`src/rtl/vid_aud_pkg.sv`:
```
// Shared definitions for the vid_aud_tx PLL reconfiguration path.
// MD opcodes, host command encodings and controller FSM states.
package vid_aud_pkg;

    localparam logic [1:0] MD_NOP  = 2'b00;
    localparam logic [1:0] MD_WR   = 2'b01;
    localparam logic [1:0] MD_RD   = 2'b10;
    localparam logic [1:0] MD_ADDR = 2'b11;

    localparam logic [1:0] CMD_WR     = 2'b00;
    localparam logic [1:0] CMD_RD     = 2'b01;
    localparam logic [1:0] CMD_COMMIT = 2'b10;

    typedef enum logic [2:0] {
        ST_IDLE,
        ST_ADDR,
        ST_WR,
        ST_RD,
        ST_RD_WAIT,
        ST_RESP,
        ST_RST,
        ST_LOCK_WAIT
    } state_t;

endpackage

```
`src/rtl/sync_2ff.sv`:
```
// Single-bit two-flop synchronizer, resets to 0.
// Used to bring the asynchronous PLL lock into the clk domain.
module sync_2ff (
    input  logic clk,
    input  logic reset,
    input  logic i_d,
    output logic o_q
);

    logic r_meta;
    logic r_sync;

    // two-stage capture of the asynchronous input
    always_ff @(posedge clk or posedge reset) begin
        if (reset) begin
            r_meta <= 1'b0;
            r_sync <= 1'b0;
        end else begin
            r_meta <= i_d;
            r_sync <= r_meta;
        end
    end

    assign o_q = r_sync;

endmodule

```
`src/rtl/pll_mdrp_ctrl.sv`:
```
// MD-port initiator for the PLLA wrapper: register write/read and commit.
// Outputs are registered from the action of the current state.
module pll_mdrp_ctrl
    import vid_aud_pkg::*;
#(
    parameter int RD_LAT       = 2,
    parameter int RST_CYC      = 16,
    parameter int LOCK_STABLE  = 64,
    parameter int LOCK_TIMEOUT = 1000000
) (
    input  logic       clk,
    input  logic       reset,
    input  logic       req_valid,
    output logic       req_ready,
    input  logic [1:0] req_cmd,
    input  logic [7:0] req_addr,
    input  logic [7:0] req_wdata,
    output logic       resp_valid,
    output logic [7:0] resp_rdata,
    output logic       resp_err,
    output logic [1:0] md_opc,
    output logic       md_ainc,
    output logic [7:0] md_wdi,
    input  logic [7:0] md_rdo,
    output logic       pll_reset,
    input  logic       pll_lock,
    output logic       busy
);

    localparam int CNT_MAX = (RST_CYC > RD_LAT) ? RST_CYC : RD_LAT;
    localparam int CNT_W   = $clog2(CNT_MAX + 1);
    localparam int STB_W   = $clog2(LOCK_STABLE + 1);
    localparam int TMO_W   = $clog2(LOCK_TIMEOUT + 1);

    localparam logic [CNT_W-1:0] RD_LAST  = CNT_W'(RD_LAT - 1);
    localparam logic [CNT_W-1:0] RST_LAST = CNT_W'(RST_CYC - 1);
    localparam logic [STB_W-1:0] STB_LAST = STB_W'(LOCK_STABLE - 1);
    localparam logic [TMO_W-1:0] TMO_LAST = TMO_W'(LOCK_TIMEOUT - 1);

    state_t           r_state;
    state_t           w_state_n;

    logic [CNT_W-1:0] r_cnt,        w_cnt_n;
    logic [STB_W-1:0] r_stb,        w_stb_n;
    logic [TMO_W-1:0] r_tmo,        w_tmo_n;
    logic             r_err,        w_err_n;
    logic [7:0]       r_rdata,      w_rdata_n;
    logic [7:0]       r_addr,       w_addr_n;
    logic [7:0]       r_wdata,      w_wdata_n;
    logic             r_is_rd,      w_is_rd_n;
    logic             r_cache_vld,  w_cvld_n;
    logic [7:0]       r_cache_addr, w_caddr_n;

    logic             r_req_ready;
    logic             r_busy;
    logic             r_resp_valid, w_rv_n;
    logic [7:0]       r_resp_rdata, w_rrd_n;
    logic             r_resp_err,   w_rerr_n;
    logic [1:0]       r_md_opc,     w_opc_n;
    logic [7:0]       r_md_wdi,     w_wdi_n;
    logic             r_pll_reset,  w_prst_n;

    logic             w_lock;
    logic             w_accept;
    logic             w_miss;

    sync_2ff u_lock_sync (
        .clk   (clk),
        .reset (reset),
        .i_d   (pll_lock),
        .o_q   (w_lock)
    );

    assign w_accept = req_valid & r_req_ready;
    assign w_miss   = ~r_cache_vld | (r_cache_addr != req_addr);

    // next-state and next-output decode
    always_comb begin
        w_state_n = r_state;
        w_cnt_n   = r_cnt;
        w_stb_n   = r_stb;
        w_tmo_n   = r_tmo;
        w_err_n   = r_err;
        w_rdata_n = r_rdata;
        w_addr_n  = r_addr;
        w_wdata_n = r_wdata;
        w_is_rd_n = r_is_rd;
        w_cvld_n  = r_cache_vld;
        w_caddr_n = r_cache_addr;
        w_opc_n   = MD_NOP;
        w_wdi_n   = 8'h00;
        w_prst_n  = 1'b0;
        w_rv_n    = 1'b0;
        w_rerr_n  = 1'b0;
        w_rrd_n   = 8'h00;

        unique case (r_state)
            ST_IDLE: begin
                if (w_accept) begin
                    w_addr_n  = req_addr;
                    w_wdata_n = req_wdata;
                    w_is_rd_n = (req_cmd == CMD_RD);
                    w_err_n   = 1'b0;
                    w_rdata_n = 8'h00;
                    w_cnt_n   = '0;
                    case (req_cmd)
                        CMD_WR, CMD_RD: begin
                            if (w_miss)
                                w_state_n = ST_ADDR;
                            else if (req_cmd == CMD_RD)
                                w_state_n = ST_RD;
                            else
                                w_state_n = ST_WR;
                        end
                        CMD_COMMIT: begin
                            // PLL reset clears its address register
                            w_cvld_n  = 1'b0;
                            w_state_n = ST_RST;
                        end
                        default: begin
                            w_err_n   = 1'b1;
                            w_state_n = ST_RESP;
                        end
                    endcase
                end
            end
            ST_ADDR: begin
                w_opc_n   = MD_ADDR;
                w_wdi_n   = r_addr;
                w_caddr_n = r_addr;
                w_cvld_n  = 1'b1;
                w_state_n = r_is_rd ? ST_RD : ST_WR;
            end
            ST_WR: begin
                w_opc_n   = MD_WR;
                w_wdi_n   = r_wdata;
                w_state_n = ST_RESP;
            end
            ST_RD: begin
                w_opc_n   = MD_RD;
                w_cnt_n   = '0;
                w_state_n = ST_RD_WAIT;
            end
            ST_RD_WAIT: begin
                if (r_cnt == RD_LAST) begin
                    w_rdata_n = md_rdo;
                    w_state_n = ST_RESP;
                end else begin
                    w_cnt_n = r_cnt + CNT_W'(1);
                end
            end
            ST_RESP: begin
                w_rv_n    = 1'b1;
                w_rerr_n  = r_err;
                w_rrd_n   = r_rdata;
                w_state_n = ST_IDLE;
            end
            ST_RST: begin
                w_prst_n = 1'b1;
                if (r_cnt == RST_LAST) begin
                    w_stb_n   = '0;
                    w_tmo_n   = '0;
                    w_state_n = ST_LOCK_WAIT;
                end else begin
                    w_cnt_n = r_cnt + CNT_W'(1);
                end
            end
            ST_LOCK_WAIT: begin
                w_stb_n = w_lock ? (r_stb + STB_W'(1)) : '0;
                w_tmo_n = r_tmo + TMO_W'(1);
                // a lock that becomes stable on the timeout cycle still counts
                if (w_lock && (r_stb == STB_LAST)) begin
                    w_err_n   = 1'b0;
                    w_state_n = ST_RESP;
                end else if (r_tmo == TMO_LAST) begin
                    w_err_n   = 1'b1;
                    w_state_n = ST_RESP;
                end
            end
        endcase
    end

    // FSM state register
    always_ff @(posedge clk or posedge reset) begin
        if (reset) r_state <= ST_IDLE;
        else       r_state <= w_state_n;
    end

    // datapath, address cache and registered outputs
    always_ff @(posedge clk or posedge reset) begin
        if (reset) begin
            r_cnt        <= '0;
            r_stb        <= '0;
            r_tmo        <= '0;
            r_err        <= 1'b0;
            r_rdata      <= 8'h00;
            r_addr       <= 8'h00;
            r_wdata      <= 8'h00;
            r_is_rd      <= 1'b0;
            r_cache_vld  <= 1'b0;
            r_cache_addr <= 8'h00;
            r_req_ready  <= 1'b0;
            r_busy       <= 1'b0;
            r_resp_valid <= 1'b0;
            r_resp_rdata <= 8'h00;
            r_resp_err   <= 1'b0;
            r_md_opc     <= MD_NOP;
            r_md_wdi     <= 8'h00;
            r_pll_reset  <= 1'b0;
        end else begin
            r_cnt        <= w_cnt_n;
            r_stb        <= w_stb_n;
            r_tmo        <= w_tmo_n;
            r_err        <= w_err_n;
            r_rdata      <= w_rdata_n;
            r_addr       <= w_addr_n;
            r_wdata      <= w_wdata_n;
            r_is_rd      <= w_is_rd_n;
            r_cache_vld  <= w_cvld_n;
            r_cache_addr <= w_caddr_n;
            r_req_ready  <= (w_state_n == ST_IDLE);
            r_busy       <= (w_state_n != ST_IDLE);
            r_resp_valid <= w_rv_n;
            r_resp_rdata <= w_rrd_n;
            r_resp_err   <= w_rerr_n;
            r_md_opc     <= w_opc_n;
            r_md_wdi     <= w_wdi_n;
            r_pll_reset  <= w_prst_n;
        end
    end

    assign req_ready  = r_req_ready;
    assign busy       = r_busy;
    assign resp_valid = r_resp_valid;
    assign resp_rdata = r_resp_rdata;
    assign resp_err   = r_resp_err;
    assign md_opc     = r_md_opc;
    assign md_ainc    = 1'b0;
    assign md_wdi     = r_md_wdi;
    assign pll_reset  = r_pll_reset;

endmodule

```
`config.mk`:
```
export PLATFORM = sky130hd
export DESIGN_NAME = pll_mdrp_ctrl
export DESIGN_NICKNAME = d
export VERILOG_FILES = /design/src/rtl/vid_aud_pkg.sv /design/src/rtl/sync_2ff.sv /design/src/rtl/pll_mdrp_ctrl.sv
export SDC_FILE = /design/constraint.sdc
export NUM_CORES = 1
export LEC_CHECK = 0
export CAP_MARGIN = 20
export CORE_MARGIN = 5
export CORE_UTILIZATION = 45
export DETAILED_ROUTE_END_ITERATION = 16
export GPL_TIMING_DRIVEN = 0
export PLACE_DENSITY_LB_ADDON = 0.08
export SYNTH_ARGS = -nofsm -noshare
export SYNTH_HDL_FRONTEND = slang
export SYNTH_SLANG_ARGS = --single-unit
```
`constraint.sdc`:
```
create_clock -name clk -period 5.4 [get_ports clk]
set_input_delay 0.81 -clock clk [delete_from_list [all_inputs] [get_ports clk]]
set_output_delay 0.81 -clock clk [all_outputs]
set_load 0.02 [all_outputs]
```
# --- Yosys cells after proc, flatten, opt, wreduce, memory -nomap -nowiden ---
# Index checks and enable logic that the tools add are counted.
# W data, S select, Z words.
totals:
  rom_bits: 0
  reg_bits: 95
  mem_bits_rw: 0
  latchBits: 0
  n_memories: 0
  output_inout_bits: 24
op_classes:
  n_eq_ne: 21
  div_mod_pow: 0
  multipliers: 0
  bitwise: 3
  addsub: 3
  n_reduce_logical: 18
  shift: 0
  n_mux: 36
  magnitude_cmp: 0
ops:
  columns: ["operator", "count"]
  rows:
  - ["$pmux W20 S2", 1]
  - ["$pmux W8 S2", 2]
  - ["$mux W8", 3]
  - ["$pmux W3 S8", 1]
  - ["$add A20 B1 Y20 const B", 1]
  - ["$eq A20 B20 Y1 const B", 1]
  - ["$mux W20", 1]
  - ["$pmux W5 S4", 1]
  - ["$mux W3", 5]
  - ["$mux W5", 3]
  - ["$mux W7", 2]
  - ["$pmux W7 S2", 1]
  - ["$eq A3 B3 Y1 const B", 4]
  - ["$mux W1", 11]
  - ["$ne A2 B2 Y1 const B", 5]
  - ["$reduce_and A3 Y1", 3]
  - ["$ne A8 B8 Y1", 1]
  - ["$reduce_bool A2 Y1", 4]
  - ["$add A7 B1 Y7 const B", 1]
  - ["$eq A7 B6 Y1 const B", 1]
  - ["$eq A3 B2 Y1 const B", 2]
  - ["$logic_not A3 Y1", 2]
  - ["$pmux W2 S3", 1]
  - ["$pmux W3 S2", 1]
  - ["other kinds (21)", 23]

# --- Longest topological paths before layout ---
# Gate-level depths: netlist of run 1.
depth:
  depth_word: 7
  depth_mapped: 8

# --- By module ---
# Synthesis of run 1 repeated with hierarchy kept, for this count alone.
hier_totals:
  cells_unflattened: 423
  area_unflattened_um2: 4340.4
modules_own_cells:
  columns: ["mod", "area_each_um2", "n_inst", "seq_area_each_um2", "cells_each"]
  rows:
  - ["pll_mdrp_ctrl", 4286.6, 1, 2327.2, 420]
  - ["sync_2ff", 53.8, 1, 50.0, 3]

# --- Least setup slack after synthesis of run 1 ---
# No wires, ideal clock.
synth_timing:
  path_type: "register to register"
  from: "register r_cnt[0]"
  to: "register r_stb[6]"
  period_less_slack_ns: 1.859
  stages_incl_launch_ff: 9
  path_slack_ns: 3.541
  arrival_time_ns: 1.761
  required_time_ns: 5.303
  setup_ns: 0.097
  path_cell_list: "dfrtp_1 > ha_1 > and3_1 > ha_1 > nand4b_1 > and2_1 > clkbuf_1 > o21ai_0 > o31ai_1"
synth_via:
  elab_chain_len: 3
synth_lines:
  columns: ["item", "line_no", "source"]
  rows:
  - ["start, declared", "pll_mdrp_ctrl.sv:43", "logic [CNT_W-1:0] r_cnt, w_cnt_n;"]
  - ["start signal, assigned", "pll_mdrp_ctrl.sv:211", "r_cnt <= w_cnt_n;"]
  - ["$eq A5 B4 Y1", "pll_mdrp_ctrl.sv:160", "if (r_cnt == RST_LAST) begin"]
  - ["$ne A2 B2 Y1 (no source line)", null, null]
  - ["$reduce_and A2 Y1 (no source line)", null, null]
  - ["end signal, assigned", "pll_mdrp_ctrl.sv:212", "r_stb <= w_stb_n;"]
  - ["end, declared", "pll_mdrp_ctrl.sv:44", "logic [STB_W-1:0] r_stb, w_stb_n;"]
# No other way between the ends.
# A chain may end at the register's enable or synchronous reset.

# --- Final worst setup path of run 1 ---
layout_timing:
  from: "register r_cnt[0]"
  to: "register r_stb[3]"
# Same word-level chain as after synthesis.

==> results of run 1 <==
kinds of logic after synthesis:
logic type	Yosys count	synth area share, %
buffers and inverters	41	4.068
AND/OR/NAND/NOR	169	20.05
XOR/XNOR	9	1.818
flip-flops	95	54.82
multiplexers	16	3.924
AO/OA/AOI/OAI	86	13.79
other	1	0.08647
adder cells (fa/ha/maj)	5	1.443
layer usage:
metal | global-route usage, % | part of all wire [%] | up-vias
li1 | - | - | 1618
met1 | 24.46 | 48 | 1600
met2 | 25.67 | 45 | 83
met3 | 3.940 | 5.6 | 11
met4 | 5.140 | 1.4 | 0
met5 | 0 | 0 | -
placed cells by master (no fill, tap or decap), types with 3 or more instances in the layout:
master and n:
mux2i_1 8, inv_1 16, clkbuf_8 9, mux2_2 8
nand2_1 73, nand4_1 8, nor4b_2 3, a31oi_1 3
a22oi_1 8, ha_1 5, clkinvlp_4 3, o21ai_0 31
a21oi_1 3, and3_1 15, nand2b_1 4, clkdlybuf4s50_1 52
dfrtp_1 95, nor2b_1 9, o31ai_1 6, nor3_1 4
nor4_1 3, nand3_1 17, nor2_1 15, o211ai_1 12
clkbuf_1 11, buf_2 12, xnor2_1 8, a21o_1 3
cells in the mapped netlist (2+ instances only):
master	number	area [um^2]
o211ai_1	12	90.09
dfrtp_1	95	2377
o22ai_1	2	12.51
and3_1	15	93.84
o31ai_1	6	45.04
nor4_1	3	18.77
inv_1	17	63.81
a31oi_1	3	18.77
nand4_1	8	50.05
ha_1	5	62.56
nor3_1	4	20.02
nand3b_1	2	15.01
a22oi_1	8	60.06
nand2b_1	4	25.02
xnor2_1	8	70.07
and2_1	2	12.51
nor2_1	15	56.30
mux2i_1	8	80.08
buf_4	2	15.01
a21o_1	3	22.52
buf_2	12	60.06
o311ai_0	2	17.52
clkbuf_1	10	37.54
a21oi_1	3	15.01
o41ai_1	2	17.52
nor4b_2	3	45.04
o21ai_0	31	155.2
nor2b_1	9	56.30
nand3_1	17	85.08
mux2_2	8	90.09
nand2_1	73	274.0
worst register-to-register path: stages, from the launching register on:
cell and delay (ns):
dfrtp_1 0.41, ha_1 0.21, and3_1 0.17, ha_1 0.19, nand4b_1 0.32, and2_1 0.32, clkbuf_1 0.22, o21ai_0 0.21
o31ai_1 0.09
flip-flops by register name (all words and copies together), names as in the netlist:
register,count
busy,1
md_opc,2
md_wdi,8
pll_reset,1
r_addr,8
r_cache_addr,8
r_cache_vld,1
r_cnt,5
r_err,1
r_is_rd,1
r_rdata,8
r_state,3
r_stb,7
r_tmo,20
r_wdata,8
req_ready,1
resp_err,1
resp_rdata,8
resp_valid,1
u_lock_sync.o_q,1
u_lock_sync.r_meta,1
area by class of cell:
cell class	count	area (um^2)	area share [%]
plain buffers	24	112.6	2.146
clock buffers	10	127.6	2.433
clock inverters	6	70.07	1.336
inverters	17	66.31	1.264
multi-input cells	286	1783	33.99
flip-flops and latches	95	2377	45.31
well taps	129	161.4	3.077
repair buffers	53	548.0	10.45
power breakdown:
group          leakage, nW  internal, mW  switching, mW  total, mW
Clock               0.0891         0.217          0.256      0.473
Sequential            1.25         0.902          0.114       1.02
Combinational        0.977         0.347          0.452      0.799
path summary, 6_finish.rpt:
| kind | start | end | slack [ns] | cells after the start |
|---|---|---|---|---|
| min in group asynchronous | reset | u_lock_sync.r_meta$_DFF_PP0_ | 0.82 | 2 |
| min | u_lock_sync.r_meta$_DFF_PP0_ | u_lock_sync.o_q$_DFF_PP0_ | 0.36 | 0 |
| max reg2reg | r_cnt[0]$_DFFE_PP0P_ | r_stb[3]$_DFFE_PP0P_ | 3.12 | 8 |
| min reg2reg | u_lock_sync.r_meta$_DFF_PP0_ | u_lock_sync.o_q$_DFF_PP0_ | 0.36 | 0 |
| max | r_cnt[0]$_DFFE_PP0P_ | r_stb[3]$_DFFE_PP0P_ | 3.12 | 8 |
| max in group asynchronous | reset | r_cnt[0]$_DFFE_PP0P_ | 3.93 | 3 |
through the flow:
stage / worst slack (ns) / instance area (um^2) / utilization, % / instances / hold WS [ns]
2_1_floorplan: 2.113 / 4337 / - / 422 / 0.3312
3_3_place_gp: 0.5799 / 5019 / 53.80 / 603 / 0.3337
3_5_place_dp: 2.818 / 5049 / 54.12 / 604 / 0.3395
4_1_cts: 3.131 / 5246 / 56.24 / 620 / 0.3614
5_1_grt: 2.937 / 5246 / 56.24 / 620 / 0.3876
6_report: 3.119 / 5246 / 56.24 / 620 / 0.3590
==> results.sh, run 1 <==
export IMPL_crit_path_start_kind="flop"
export IMPL_synth_warnings=0
export IMPL_end_kind="flop"
export IMPL_tightest_slew_ns=0.5764
export IMPL_grt_overflow=0
export IMPL_critical_path_cell_chain="ha_1 -> and3_1 -> ha_1 -> nand4b_1 -> and2_1 -> clkbuf_1 -> o21ai_0 -> o31ai_1"
export IMPL_die_area_mm2=0.01170
export IMPL_core_mm2=0.009328
export IMPL_wl_um=9341
export IMPL_antenna_found_initial=0
export IMPL_p_total_mw=2.288
export IMPL_drv_cap=0
export IMPL_crit_buf_inv=1
export IMPL_rows=35
export IMPL_ys_ff_latch=95
export IMPL_cts_tree="yes"
export IMPL_grt_pass1_vias=3284
export IMPL_synthArstFlopShare_pct=100.0
export IMPL_clk_pin_slew_ns=0.09
export IMPL_wl_per_cell_um=15.07
export IMPL_hold_buffers=0
export IMPL_antenna_left=0
export IMPL_cts_buffer_depth=2
export IMPL_die_x_um=108.2
export IMPL_rsz0062_at_grt="false"
export IMPL_worst_clock_skew_ns=0.008040
export IMPL_post_cts_resized=0
export IMPL_dr_pass1_iters=4
export IMPL_critPathKind="reg -> reg"
export IMPL_slew_headroom_pct=61.25
export IMPL_cts_buffers_inserted=9
export IMPL_ys_flop_type="dfrtp_1"
export IMPL_post_cts_buffers=0
export IMPL_outcome="finished clean"
export IMPL_path_common_cell="ha_1"
export IMPL_period_share_pct=42.25
export IMPL_p_per_area_mw_per_mm2=436.1
export IMPL_drt_initial_drc_count=132
export IMPL_syn_num_nets=457
export IMPL_cts_htree_levels=3
export IMPL_fp_dieH_um=108.2
export IMPL_via_per_inst=5.342
export IMPL_crit_family="simple AND/OR/NAND/NOR gates"
export IMPL_cp_required_ns=5.64
export IMPL_grt_max_degree=60
export IMPL_start_util_pct=46.49
export IMPL_fmax_mhz=438.3
export IMPL_nFillCells=848
export IMPL_fin_crit_ns=2.281
export IMPL_drc=0
export IMPL_slowest_stage="dfrtp_1"
export IMPL_peakVddDrop_v=0.0001874
export IMPL_clockRootBuffer="clkbuf_8"
export IMPL_grt_pass1_wl_um=15880
export IMPL_place_gp_congestion=0.8138
export IMPL_grt_usage_pct=17.01
export IMPL_hp_class="reg -> reg"
export IMPL_hold_viol=0
export IMPL_area_growth_pct=20.98
export IMPL_num_antenna_cells=0
export IMPL_drive_gt1_share_pct=10.59
export IMPL_synth_area_mm2=0.004337
export IMPL_slowest_delay_ns=0.41
export IMPL_clkSinkCount=95
export IMPL_worstSkewPairLatency_ns=0.37
export IMPL_worstPathMaxFanout=10
export IMPL_synth_area_per_cell_um2=10.28
export IMPL_finalSetupViolCount=0
export IMPL_arrival_ns=2.52
export IMPL_leakagePower_nw=2.320
export IMPL_syn_inst=422
export IMPL_numPortBuffers=52
export IMPL_synth_distinct_cells=61
export IMPL_synth_enable_flop_cells=0
export IMPL_dp_hpwl_um=6385
export IMPL_nNetsFinal=521
export IMPL_slew_viol_final=0
export IMPL_pin_count=54
export IMPL_ys_seq_area_share_pct=54.82
export IMPL_fin_setup_tns_ns=0
export IMPL_route_vias_total=3312
(Power assumes the default switching activity.)
==> run 2, diff against run 1 <==
==> constraint.sdc (replaced) <==
create_clock -name clk -period 2.36 [get_ports clk]
set_input_delay 0.354 -clock clk [delete_from_list [all_inputs] [get_ports clk]]
set_output_delay 0.354 -clock clk [all_outputs]
set_load 0.02 [all_outputs]
==> run 2 against run 1 <==
Core utilization increased by 0.25 points. Via count fell by 0.91%. Sequential power up 130%. First-iteration DRC count decreased by 9.8%. Maximum frequency is 8.5% higher. Final cell count is 0.48% higher. Sequential share of layout area is 0.20 points lower. Clock power up 120%. Non-clock buffer count grew 3. Largest power group unchanged. Highest routed layer unchanged.
==> results.sh, run 2 (synthesis gave the netlist of run 1 again) <==
export IMPL_outcome="finished clean"
export IMPL_rsz0062_at_grt="false"
export IMPL_cts_buffers_inserted=9
export IMPL_worst_clock_skew_ns=0.01897
export IMPL_hold_buffers=0
export IMPL_final_cell_mix="95 x dfrtp_1, 73 x nand2_1, 52 x clkdlybuf4s50_1, 31 x o21ai_0, 17 x nand3_1"
export IMPL_grt_pass1_vias=3068
export IMPL_drt_initial_drc_count=119
export IMPL_period_share_pct=89.12
export IMPL_dr_pass1_iters=4
export IMPL_cts_tree="yes"
export IMPL_cts_htree_levels=3
export IMPL_peakVddDrop_v=0.0005689
export IMPL_clockRootBuffer="clkbuf_8"
export IMPL_met1_length_um=4770
export IMPL_arrival_ns=2.36
export IMPL_area_growth_pct=21.52
export IMPL_grt_usage_pct=17.01
export IMPL_num_antenna_cells=0
export IMPL_nNetsFinal=524
export IMPL_hold_viol=0
export IMPL_path_common_cell="ha_1"
export IMPL_core_mm2=0.009328
export IMPL_p_total_mw=5.220
export IMPL_route_vias_total=3282
export IMPL_clk_pin_slew_ns=0.10
export IMPL_routed_top_layer="met4"
export IMPL_worstSkewPairLatency_ns=0.37
export IMPL_post_cts_resized=0
export IMPL_fin_setup_tns_ns=0
export IMPL_cp_required_ns=2.62
export IMPL_dp_hpwl_um=6582
export IMPL_dpl_cell_area_mm2=0.005062
export IMPL_grt_max_degree=42
export IMPL_worstPathMaxFanout=10
export IMPL_regMostFlops="r_tmo"
export IMPL_fp_dieH_um=108.2
export IMPL_p_per_area_mw_per_mm2=990.6
export IMPL_fin_crit_ns=2.103
export IMPL_crit_path_start_kind="flop"
export IMPL_place_gp_congestion=0.8045
export IMPL_setup_ws_ns=0.2567
export IMPL_grt_overflow=0
export IMPL_r2r_slack_ns=0.26
export IMPL_utilization_pct=56.50
export IMPL_drive_gt1_share_pct=11.34
export IMPL_routed_wl_met2_um=4098
export IMPL_numPortBuffers=52
export IMPL_via_per_inst=5.268
export IMPL_fmax_mhz=475.4
export IMPL_die_x_um=108.2
export IMPL_critical_path_cell_chain="ha_1 -> and3_1 -> ha_1 -> nand4b_1 -> and2_1 -> clkbuf_1 -> o21ai_0 -> o31ai_1"
export IMPL_grt_pass1_wl_um=15690
export IMPL_place_ws_ns=0.1091
export IMPL_finalSetupViolCount=0
export IMPL_end_kind="flop"
export IMPL_rows=35
export IMPL_wl_um=9327
export IMPL_clkSinkCount=95
export IMPL_slew_viol_final=0
export IMPL_antenna_left=0
export IMPL_tightest_slew_ns=0.5794
export IMPL_hp_class="in -> async"
export IMPL_cts_buffer_depth=2
export IMPL_die_area_mm2=0.01170
export IMPL_design_area_mm2=0.005270
export IMPL_largest_reg_flops=20
export IMPL_wl_met3_um=344
export IMPL_drv_cap=0
export IMPL_leakagePower_nw=2.341
export IMPL_slowest_delay_ns=0.43
export IMPL_final_common_cell="dfrtp_1"
export IMPL_slowest_stage="dfrtp_1"
export IMPL_critPathKind="reg -> reg"
export IMPL_drc=0
export IMPL_pin_count=54
export IMPL_wl_per_cell_um=14.97
export IMPL_antenna_found_initial=0
export IMPL_start_util_pct=46.49
export IMPL_slew_headroom_pct=61.05
-- run 2: cell types whose count changed in the layout (fill, tap and decap cells not counted), moves of 2 or more --
cell,delta
inv_6,+3
clkinvlp_4,-2
buf_12,+2
buf_4,+2
-- run 2: worst paths after layout --
path,start,endpoint,cells past startpoint
max,r_cnt[0]$_DFFE_PP0P_,r_stb[6]$_DFFE_PP0P_,8
min,reset,r_tmo[19]$_DFFE_PP0P_,2
max reg2reg,r_cnt[0]$_DFFE_PP0P_,r_stb[6]$_DFFE_PP0P_,8
min reg2reg,u_lock_sync.r_meta$_DFF_PP0_,u_lock_sync.o_q$_DFF_PP0_,0
max in group asynchronous,reset,r_rdata[0]$_DFFE_PP0P_,4
min in group clk,u_lock_sync.r_meta$_DFF_PP0_,u_lock_sync.o_q$_DFF_PP0_,0
-- run 2: through the flow --
step | cells | hold slack [ns]
CTS | 621 | 0.3529
finish | 623 | 0.3488
detailed placement | 605 | 0.3358
global placement | 603 | 0.3316
floorplan | 422 | 0.3312
global route | 623 | 0.3688
-- run 2: area by class of cell --
cell class | instances | area [um^2]
Fill cell | 849 | 4058
Sequential cell | 95 | 2377
Inverter | 17 | 67.56
Buffer | 24 | 112.6
Timing Repair Buffer | 56 | 575.6
Tap cell | 129 | 161.4
Clock inverter | 6 | 55.05
Multi-Input combinational cell | 286 | 1783
Clock buffer | 10 | 137.6
-- run 2: critical path: cells and delay by family, from the launching register on --
kind            cells  cell delay, ns
buf+inv             1            0.34
simple gates        3            0.54
compound gates      2            0.23
flops               1            0.43
fa+ha+maj           2            0.46
-- run 2: timing repair --
action,in CTS,in global routing
setup buffers,0,2
setup endpoints to repair,0,5
endpoints found under the hold margin,0,0
-- run 2: report_power, final --
group | internal (mW) | total [mW] | switching (mW)
Combinational | 0.796 | 1.84 | 1.05
Clock | 0.437 | 1.05 | 0.616
Sequential | 2.06 | 2.33 | 0.262
-- run 2: routing by layer --
metal,track usage [%],up-vias
met5,0,-
met2,24.47,53
met1,25.90,1594
met4,4.869,0
li1,-,1626
met3,3.522,9
==> run 3, diff against run 2 <==
--- a/config.mk
+++ b/config.mk
@@ -7,7 +7,7 @@
 export LEC_CHECK = 0
 export CAP_MARGIN = 20
 export CORE_MARGIN = 5
-export CORE_UTILIZATION = 45
+export CORE_UTILIZATION = 35
 export DETAILED_ROUTE_END_ITERATION = 16
 export GPL_TIMING_DRIVEN = 0
 export PLACE_DENSITY_LB_ADDON = 0.08
==> run 3 against run 2 <==
Sequential share of layout area shrank 1.3 points. Sequential cell count stayed put. Via count grew 0.85%. Final cell count rose by 6.1%. Critical path type unchanged. Critical endpoint unchanged. Highest routed layer unchanged.
==> results.sh, run 3 (synthesis gave the netlist of run 1 again) <==
export IMPL_outcome="finished clean"
export IMPL_clockRootBuffer="clkbuf_16"
export IMPL_path_common_cell="ha_1"
export IMPL_grt_pass1_vias=3337
export IMPL_cts_buffers_inserted=9
export IMPL_leakagePower_nw=2.383
export IMPL_slowest_delay_ns=0.42
export IMPL_grt_busiest_layer="met2"
export IMPL_clkSinkCount=95
export IMPL_use_met3_pct=2.797
export IMPL_place_gp_congestion=0.7444
export IMPL_drt_initial_drc_count=218
export IMPL_fin_setup_tns_ns=0
export IMPL_layout_cells_non_filler=661
export IMPL_cts_tree="yes"
export IMPL_slew_viol_final=0
export IMPL_arrival_ns=2.39
export IMPL_nFillCells=1200
export IMPL_fin_crit_ns=2.144
export IMPL_hold_buffers=0
export IMPL_core_mm2=0.01206
export IMPL_grt_usage_pct=14.47
export IMPL_drc=0
export IMPL_route_vias_total=3310
export IMPL_slowest_stage="dfrtp_1"
export IMPL_critPathKind="reg -> reg"
export IMPL_largest_reg_flops=20
export IMPL_numPortBuffers=52
export IMPL_crit_path_start_kind="flop"
export IMPL_final_common_cell="dfrtp_1"
export IMPL_tightest_slew_ns=0.6027
export IMPL_critical_path_cell_chain="ha_1 -> and3_1 -> ha_1 -> nand4b_1 -> and2_1 -> clkbuf_1 -> o21ai_0 -> o31ai_1"
export IMPL_period_share_pct=90.86
export IMPL_cts_htree_levels=3
export IMPL_utilization_pct=44.98
export IMPL_slew_headroom_pct=59.74
export IMPL_dpl_cell_area_mm2=0.005111
export IMPL_hp_class="reg -> reg"
export IMPL_die_x_um=121.3
export IMPL_pin_count=54
export IMPL_start_util_pct=35.95
export IMPL_die_area_mm2=0.01472
export IMPL_fmax_mhz=466.3
export IMPL_area_growth_pct=25.10
export IMPL_nNetsFinal=523
export IMPL_antenna_found_initial=0
export IMPL_num_antenna_cells=0
export IMPL_finalSetupViolCount=0
export IMPL_fp_dieH_um=121.3
export IMPL_dr_pass1_iters=4
export IMPL_final_cell_mix="95 x dfrtp_1, 73 x nand2_1, 52 x clkdlybuf4s50_1, 31 x o21ai_0, 17 x nand3_1"
export IMPL_cp_required_ns=2.60
export IMPL_place_inst=644
export IMPL_design_area_mm2=0.005425
export IMPL_grt_overflow=0
export IMPL_drive_gt1_share_pct=10.95
export IMPL_end_kind="flop"
export IMPL_rsz0062_at_grt="false"
export IMPL_wl_per_cell_um=14.92
export IMPL_worstPathMaxFanout=10
export IMPL_drv_cap=0
export IMPL_rows=40
export IMPL_grt_util_met1_pct=19.58
export IMPL_worstSkewPairLatency_ns=0.34
export IMPL_grt_max_degree=39
export IMPL_via_per_inst=5.008
export IMPL_peakVddDrop_v=0.0004656
export IMPL_worst_clock_skew_ns=0.007371
export IMPL_regMostFlops="r_tmo"
export IMPL_met2_usage_pct=22.73
export IMPL_antenna_left=0
export IMPL_wl_um=9862
export IMPL_fin_hold_ws_ns=0.3473
export IMPL_grt_pass1_wl_um=16860
export IMPL_p_per_area_mw_per_mm2=1045
export IMPL_clk_pin_slew_ns=0.07
export IMPL_cts_buffer_depth=2
export IMPL_dp_hpwl_um=6970
export IMPL_hold_viol=0
==> run 3: cell types whose count changed in the layout (fill, tap and decap cells not counted) <==
cell        delta
inv_6          -2
clkbuf_16      +9
clkinvlp_4     +1
clkbuf_1       +1
bufinv_16      +1
inv_8          -1
buf_4          -1
clkbuf_8       -9
==> run 3: where the power goes <==
part / switching (mW) / internal [mW] / total (mW)
logic: 1.04 / 0.795 / 1.83
clock network: 0.643 / 0.861 / 1.50
registers: 0.264 / 2.07 / 2.33
==> run 3: cell type report <==
cell class	instances	area [um^2]	share of cell area, %
Buffer	24	112.6	2.076
Timing Repair Buffer	55	568.0	10.47
Tap cell	168	210.2	3.875
Clock inverter	5	63.81	1.176
Clock buffer	11	242.7	4.474
Inverter	17	67.56	1.245
Multi-Input combinational cell	286	1783	32.86
Sequential cell	95	2377	43.82
==> run 3: routing by layer <==
layer	wire [um]	vias up
met3	390	11
met1	4757	1605
met4	184	0
met5	0	-
met2	4529	75
li1	-	1619
==> run 3: critical path: cells and delay by family, from the launching register on <==
family,cells,cell delay (ns)
compound gates,2,0.26
fa+ha+maj,2,0.45
buf+inv,1,0.37
flops,1,0.42
simple gates,3,0.53
==> run 3: timing repair <==
item,CTS,global route
gates resized for setup,0,0
setup buffers,0,1
setup endpoints to repair,0,9
==> run 3: metrics by stage <==
step / worst slack (ns) / total power [mW]
final: 0.2156 / 5.668
after global routing: 0.04141 / 6.074
after CTS: 0.04038 / 5.744
after detailed placement: 0.05979 / 4.223
after global placement: -0.2018 / 4.192
after floorplan: 0.5015 / 3.560
==> run 3: worst paths after layout <==
path	startpoint	to	slack, ns	depth (start not counted)
worst max-delay path	r_cnt[0]$_DFFE_PP0P_	r_stb[6]$_DFFE_PP0P_	0.22	8
worst min-delay path	u_lock_sync.r_meta$_DFF_PP0_	u_lock_sync.o_q$_DFF_PP0_	0.35	0
worst max register to register	r_cnt[0]$_DFFE_PP0P_	r_stb[6]$_DFFE_PP0P_	0.22	8
worst min register to register	u_lock_sync.r_meta$_DFF_PP0_	u_lock_sync.o_q$_DFF_PP0_	0.35	0
max in group asynchronous	reset	r_tmo[10]$_DFFE_PP0P_	1.35	3
min in group asynchronous	reset	r_addr[1]$_DFFE_PP0P_	0.42	2
